==> config.mk <==
export PLATFORM = sky130hd
export DESIGN_NAME = dmem_ws
export DESIGN_NICKNAME = d
export VERILOG_FILES = /design/src/rtl/dmem_pkg.sv /design/src/rtl/dmem_lane.sv /design/src/rtl/dmem_ws.sv
export SDC_FILE = /design/constraint.sdc
export NUM_CORES = 2
export LEC_CHECK = 0
export BUFFER_PORTS_ARGS = -buffer_cell sky130_fd_sc_hd__buf_2
export CORE_MARGIN = 4
export CORE_UTILIZATION = 58
export CTS_CLUSTER_SIZE = 28
export DETAILED_ROUTE_END_ITERATION = 6
export HOLD_SLACK_MARGIN = 0.03
export PLACE_DENSITY_LB_ADDON = 0.15
export RECOVER_POWER = 25
export SYNTH_ARGS = -nofsm -noshare
export SYNTH_HDL_FRONTEND = slang
export SYNTH_HIERARCHICAL = 1
export SYNTH_SLANG_ARGS = --single-unit
export TNS_END_PERCENT = 100
==> constraint.sdc <==
create_clock -name clk -period 6.52 [get_ports clk]
set_input_delay 0.652 -clock clk [delete_from_list [all_inputs] [get_ports clk]]
set_output_delay 0.652 -clock clk [all_outputs]
set_load 0.02 [all_outputs]
==> src/rtl/dmem_pkg.sv <==
// Shared constants, state encoding and alignment helper for the wait-state data memory.
package dmem_pkg;

   localparam logic [1:0] SZ_B = 2'd0;
   localparam logic [1:0] SZ_H = 2'd1;
   localparam logic [1:0] SZ_W = 2'd2;

   typedef enum logic [1:0] {
      IDLE = 2'd0,
      BUSY = 2'd1,
      RESP = 2'd2
   } state_t;

   // A half must sit on an even byte, a word on a multiple of four.
   function automatic logic misaligned(input logic [1:0] sz, input logic [1:0] a);
      return ((sz == SZ_H) && a[0]) || ((sz == SZ_W) && (a != 2'b00));
   endfunction

endpackage

==> src/rtl/dmem_lane.sv <==
// Byte-lane datapath: load extraction/extension and store merge for one 32-bit word.
module dmem_lane
   import dmem_pkg::*;
(
   input  logic [31:0] word,
   input  logic [31:0] wdata,
   input  logic [1:0]  a,
   input  logic [1:0]  size,
   input  logic        sign,
   output logic [31:0] ld_data,
   output logic [31:0] st_data
);

   logic [7:0]  ld_byte;
   logic [15:0] ld_half;

   assign ld_byte = word[8*a +: 8];
   assign ld_half = a[1] ? word[31:16] : word[15:0];

   // Select the addressed lanes and extend to 32 bits.
   always_comb begin
      ld_data = word;
      case (size)
         SZ_B:    ld_data = sign ? {{24{ld_byte[7]}}, ld_byte} : {24'h0, ld_byte};
         SZ_H:    ld_data = sign ? {{16{ld_half[15]}}, ld_half} : {16'h0, ld_half};
         default: ld_data = word;
      endcase
   end

   // Each lane is replaced only when the access covers it; the right-aligned
   // store data is routed to the lane position it belongs to.
   genvar gi;
   generate
      for (gi = 0; gi < 4; gi++) begin : g_lane
         localparam logic [1:0] LANE = 2'(gi);
         logic       be;
         logic [7:0] src;

         assign be = ((size == SZ_B) && (a == LANE)) ||
                     ((size == SZ_H) && (a[1] == LANE[1])) ||
                     (size == SZ_W);

         assign src = (size == SZ_B) ? wdata[7:0] :
                      (size == SZ_H) ? wdata[8*(gi%2) +: 8] :
                                       wdata[8*gi +: 8];

         assign st_data[8*gi +: 8] = be ? src : word[8*gi +: 8];
      end
   endgenerate

endmodule

==> src/rtl/dmem_ws.sv <==
// Data memory with programmable wait states, sub-word access and ready/err handshake.
module dmem_ws
   import dmem_pkg::*;
#(
   parameter int DEPTH = 64,
   parameter int WAIT  = 1
) (
   input  logic        clk,
   input  logic        rst,
   input  logic        cs,
   input  logic        dm_r,
   input  logic        dm_w,
   input  logic [1:0]  size,
   input  logic        sign,
   input  logic [31:0] addr,
   input  logic [31:0] wdata,
   output logic [31:0] rdata,
   output logic        ready,
   output logic        err
);

   localparam int         AW     = (DEPTH > 1) ? $clog2(DEPTH) : 1;
   localparam logic [3:0] WAIT_C = 4'(WAIT);

   state_t        state_reg, state_next;
   logic [3:0]    cnt_reg, cnt_next;
   logic          op_w_reg, op_w_next;
   logic [AW+1:0] addr_reg, addr_next;
   logic [31:0]   wdata_reg, wdata_next;
   logic [1:0]    size_reg, size_next;
   logic          sign_reg, sign_next;
   logic [31:0]   rdata_reg, rdata_next;
   logic          err_reg, err_next;

   logic [31:0]   mem [DEPTH];
   logic [31:0]   mem_q;
   logic          mem_rd;
   logic          mem_we;

   logic          req;
   logic          req_err;
   logic [31:0]   ld_data;
   logic [31:0]   st_data;

   assign req     = cs && (dm_r || dm_w);
   assign req_err = (dm_r && dm_w) ||
                    (size == 2'd3) ||
                    misaligned(size, addr[1:0]) ||
                    ({2'b00, addr[31:2]} >= 32'(DEPTH));

   dmem_lane u_lane (
      .word    (mem_q),
      .wdata   (wdata_reg),
      .a       (addr_reg[1:0]),
      .size    (size_reg),
      .sign    (sign_reg),
      .ld_data (ld_data),
      .st_data (st_data)
   );

   // Control and response registers; reset takes effect immediately.
   always_ff @(posedge clk or negedge rst) begin
      if (!rst) begin
         state_reg <= IDLE;
         cnt_reg   <= 4'd0;
         op_w_reg  <= 1'b0;
         addr_reg  <= '0;
         wdata_reg <= 32'h0;
         size_reg  <= SZ_B;
         sign_reg  <= 1'b0;
         rdata_reg <= 32'h0;
         err_reg   <= 1'b0;
      end else begin
         state_reg <= state_next;
         cnt_reg   <= cnt_next;
         op_w_reg  <= op_w_next;
         addr_reg  <= addr_next;
         wdata_reg <= wdata_next;
         size_reg  <= size_next;
         sign_reg  <= sign_next;
         rdata_reg <= rdata_next;
         err_reg   <= err_next;
      end
   end

   // Next-state logic: accept in IDLE, count down in BUSY, pulse ready in RESP.
   always_comb begin
      state_next = state_reg;
      cnt_next   = cnt_reg;
      op_w_next  = op_w_reg;
      addr_next  = addr_reg;
      wdata_next = wdata_reg;
      size_next  = size_reg;
      sign_next  = sign_reg;
      rdata_next = rdata_reg;
      err_next   = err_reg;
      mem_rd     = 1'b0;
      mem_we     = 1'b0;
      case (state_reg)
         IDLE: begin
            if (req) begin
               op_w_next  = dm_w;
               addr_next  = addr[AW+1:0];
               wdata_next = wdata;
               size_next  = size;
               sign_next  = sign;
               if (req_err) begin
                  err_next   = 1'b1;
                  rdata_next = 32'h0;
                  state_next = RESP;
               end else begin
                  err_next   = 1'b0;
                  cnt_next   = WAIT_C;
                  mem_rd     = 1'b1;
                  state_next = BUSY;
               end
            end
         end
         BUSY: begin
            if (cnt_reg != 4'd0) begin
               cnt_next = cnt_reg - 4'd1;
            end else begin
               state_next = RESP;
               if (op_w_reg) begin
                  mem_we     = 1'b1;
                  rdata_next = 32'h0;
               end else begin
                  rdata_next = ld_data;
               end
            end
         end
         RESP: begin
            state_next = IDLE;
         end
         default: begin
            state_next = IDLE;
         end
      endcase
   end

   // Word storage: the old word is fetched at acceptance so the store merge
   // and the load extraction both work from a registered read.
   always_ff @(posedge clk) begin
      if (mem_rd) begin
         mem_q <= mem[addr[AW+1:2]];
      end
      if (mem_we) begin
         mem[addr_reg[AW+1:2]] <= st_data;
      end
   end

   assign rdata = rdata_reg;
   assign ready = (state_reg == RESP);
   assign err   = ready && err_reg;

endmodule

==> metrics.txt <==
outcome=finished with violations; failing checks=capacitance limit, slew limit; relative slew slack=-1.30; setup violators final=0; sequential area share after synthesis=0.765; Hold Vio Cnt, Final=0; CP max stage cell=clkbuf_2; reg2reg start=size_reg[0]; DRC violations left=0; FF-to-FF path depth=6; Clk pwr share=0.380; initial antenna violation count=16; setup ws final=1.43 ns; Post-synth ARST share=0.0384; Syn Area/Cell=21.7 µm²; Wirelength per Cell=34.3 µm; FF+latch count, synth=2,163; Skew-Pair Late Insertion Delay=0.84 ns; Largest register FFs=2,048; largest net degree at the start of global routing=97; setup TNS=0 ns; min Tclk post-route=5.09 ns; clk_skew=0.0313 ns; GRT Total Usage=0.286; EDFF count, synth=2,080; utilization after layout=0.658; Crit Path Max Fanout=61; CP Cell Sequence=clkbuf_2 -> buf_12 -> buf_4 -> mux4_2 -> a211o_1 -> a21oi_1 -> a2111oi_0; Crit. Startpoint=addr[2]; Setup WS pre-CTS=1.78 ns; total power=31.2 mW; Num CTS Buffers=209; root buffer cell=clkbuf_16; CP max stage delay=1.81 ns; dpl hpwl=123 mm; Slew Viols, Final=554; area leader, netlist=edfxtp_1; clk sink count=2,163; Combinational Power Share=0.094; Port-buffer cells=105; worst endpoint data arrival time=5.60 ns; core box area=144,000 µm²; synth-to-layout area growth=12.3%; Netlist cell types=65; Pleak=30.2 nW; fmax=0.197 GHz; die height=389 µm; CTS tree=yes; synth top area cells=edfxtp_1 74%, mux4_2 14%, dfrtp_1 2.5%; Iter 0 DRT Violations=5,706; vias in the first global route=41.2k; Via density=6.66; Initial Utilization=0.586; synthesized area=84,400 µm²; nets=4,218; Peak VDD IR=0.000247 V; CP Class=primary input to flop; Hold Crit Class=primary input to flop; GRT overflow=0; Max Buffers Root-to-Sink=3; GPL Wtd Cong=0.887; first-pass GRT wire length=306 mm; max_cap viols=14; Worst-path clk slew=0.06 ns; met1 WL=83.3 mm; Synth Warn #=6; H-tree depth=4; Post-synth top flop=edfxtp_1; Switching Share=0.236; area share of the largest cell type after synthesis=0.740; post_cts resized=0; NetSw=7.37 mW; DRT antenna net count=0; met2 wire length=99.7 mm; drt first pass iters=6; RSZ-0062 raised after global routing=false; Worst Setup EP=mem_q[18]; Worst setup EP type=flop; Ports=106; P per Cell Area=329 nW/µm²; Vias=41.5k; final WL=213 mm; worst slew pin tran=3.45 ns; syn_nets=3,955; Worst setup SP type=primary input; FF-to-FF setup slack=1.53 ns; Reg power frac=0.525; Horiz. Die Dim=389 µm; DIE AREA=152,000 µm²; r2r endpoint=mem[9][19]; Synth Instances=3,881; met3 routed WL=23.7 mm; worst endpoint required time=7.03 ns; Max Used Layer=met5; row cnt=139; period utilization=0.780; share of cells above drive strength 1=0.277; Int Power=23.8 mW
synth_stat cells, drive strengths merged (5+ instances only):
library cell,count
o31ai,5
a22oi,30
a22o,16
buf,138
mux2i,208
a2111oi,9
inv,40
mux2,107
clkbuf,80
o221ai,8
edfxtp,2080
a21oi,48
o22ai,30
nor2,133
o21ai,48
nor2b,45
o32ai,13
or4,6
nor3,5
dfrtp,83
o21a,6
o22a,6
a211o,14
a221o,7
nand2,84
a211oi,25
mux4,515
nand3,27
nor4,8
nand2b,10
repair_timing:
item | CTS | global route
hold buffers | 16 | 0
setup buffers | 0 | 0
endpoints found under the hold margin | 24 | 0
worst min-delay path by stage:
stage | from | to | slack, ns | depth (start not counted)
floorplan | rst | addr_reg[0] | 0.36 | 0
global placement | rst | rdata[2] | 0.48 | 1
detailed placement | rst | rdata[2] | 0.49 | 1
CTS | wdata[26] | wdata_reg[26] | 0.03 | 2
global route | wdata[26] | wdata_reg[26] | 0.06 | 2
finish | wdata[26] | wdata_reg[26] | 0.1 | 2
power groups by stage:
stage                     Combinational [mW]  Clock (mW)  Sequential (mW)
after floorplan                         1.56           0             16.7
after global placement                  2.87           0             16.7
after detailed placement                2.95           0             16.7
after CTS                               2.96        12.0             16.4
after global routing                    3.09        12.6             16.4
final                                   2.95        11.9             16.4
critical path, delay by kind of cell:
family,cells,cell delay (ns)
multiplexers,1,0.58
buffers and inverters,3,2.68
AO/OA/AOI/OAI,3,1.54
kinds of logic after synthesis:
logic type | share of synthesized area
AOI/OAI and AO/OA | 0.0238
xor gates and xnor gates | 0.000208
adders and majority gates | 0.000297
buffers and inverters | 0.0155
DFF | 0.765
muxes | 0.177
and+or+nand+nor | 0.0187
metal layers:
layer | global-route usage | vias to the layer above
met5 | 0 | -
met4 | 0.0871 | 6
met3 | 0.0632 | 315
met2 | 0.438 | 2423
met1 | 0.422 | 22000
li1 | - | 16800
cells in the final DEF (no fill, tap or decap), types with 8 or more instances in the layout:
cell	n
nand3_1	27
buf_12	10
nor2_1	73
edfxtp_1	2080
clkbuf_16	212
o221ai_1	8
o22ai_1	29
clkinv_1	38
a22o_1	16
a211oi_1	25
o32ai_1	13
nor2b_1	45
mux2i_1	207
dfrtp_1	83
mux4_2	515
clkinv_2	50
nand2_1	83
buf_2	66
inv_1	39
a211o_1	14
a22oi_1	30
nor2_4	59
buf_4	119
dlygate4sd3_1	16
o21ai_0	30
a21oi_1	41
nand2b_1	10
clkbuf_1	101
o21ai_1	13
mux2_2	95
bufinv_16	20
mux2_1	8
a2111oi_0	9
layout make-up:
| class | count | area (µm²) |
|---|---|---|
| flip-flops and latches | 2163 | 64500 |
| clock buffers | 264 | 5530 |
| repair buffers | 270 | 1840 |
| well taps | 1903 | 2380 |
| inverters | 40 | 150 |
| clock inverters | 123 | 1200 |
| multi-input cells | 1460 | 19100 |
| diodes | 7 | 17.5 |
| fillers | 9371 | 49200 |
stage by stage:
stage / instances / hold slack, ns / cell area [µm²]
2_1_floorplan: 3881 / 0.356 / 84400
4_1_cts: 6223 / 0.0331 / 95000
3_3_place_gp: 5819 / 0.478 / 88100
5_1_grt: 6224 / 0.0622 / 94700
3_5_place_dp: 5820 / 0.490 / 88100
6_report: 6230 / 0.0970 / 94800
Note: power is estimated with default switching activity, not from simulation.
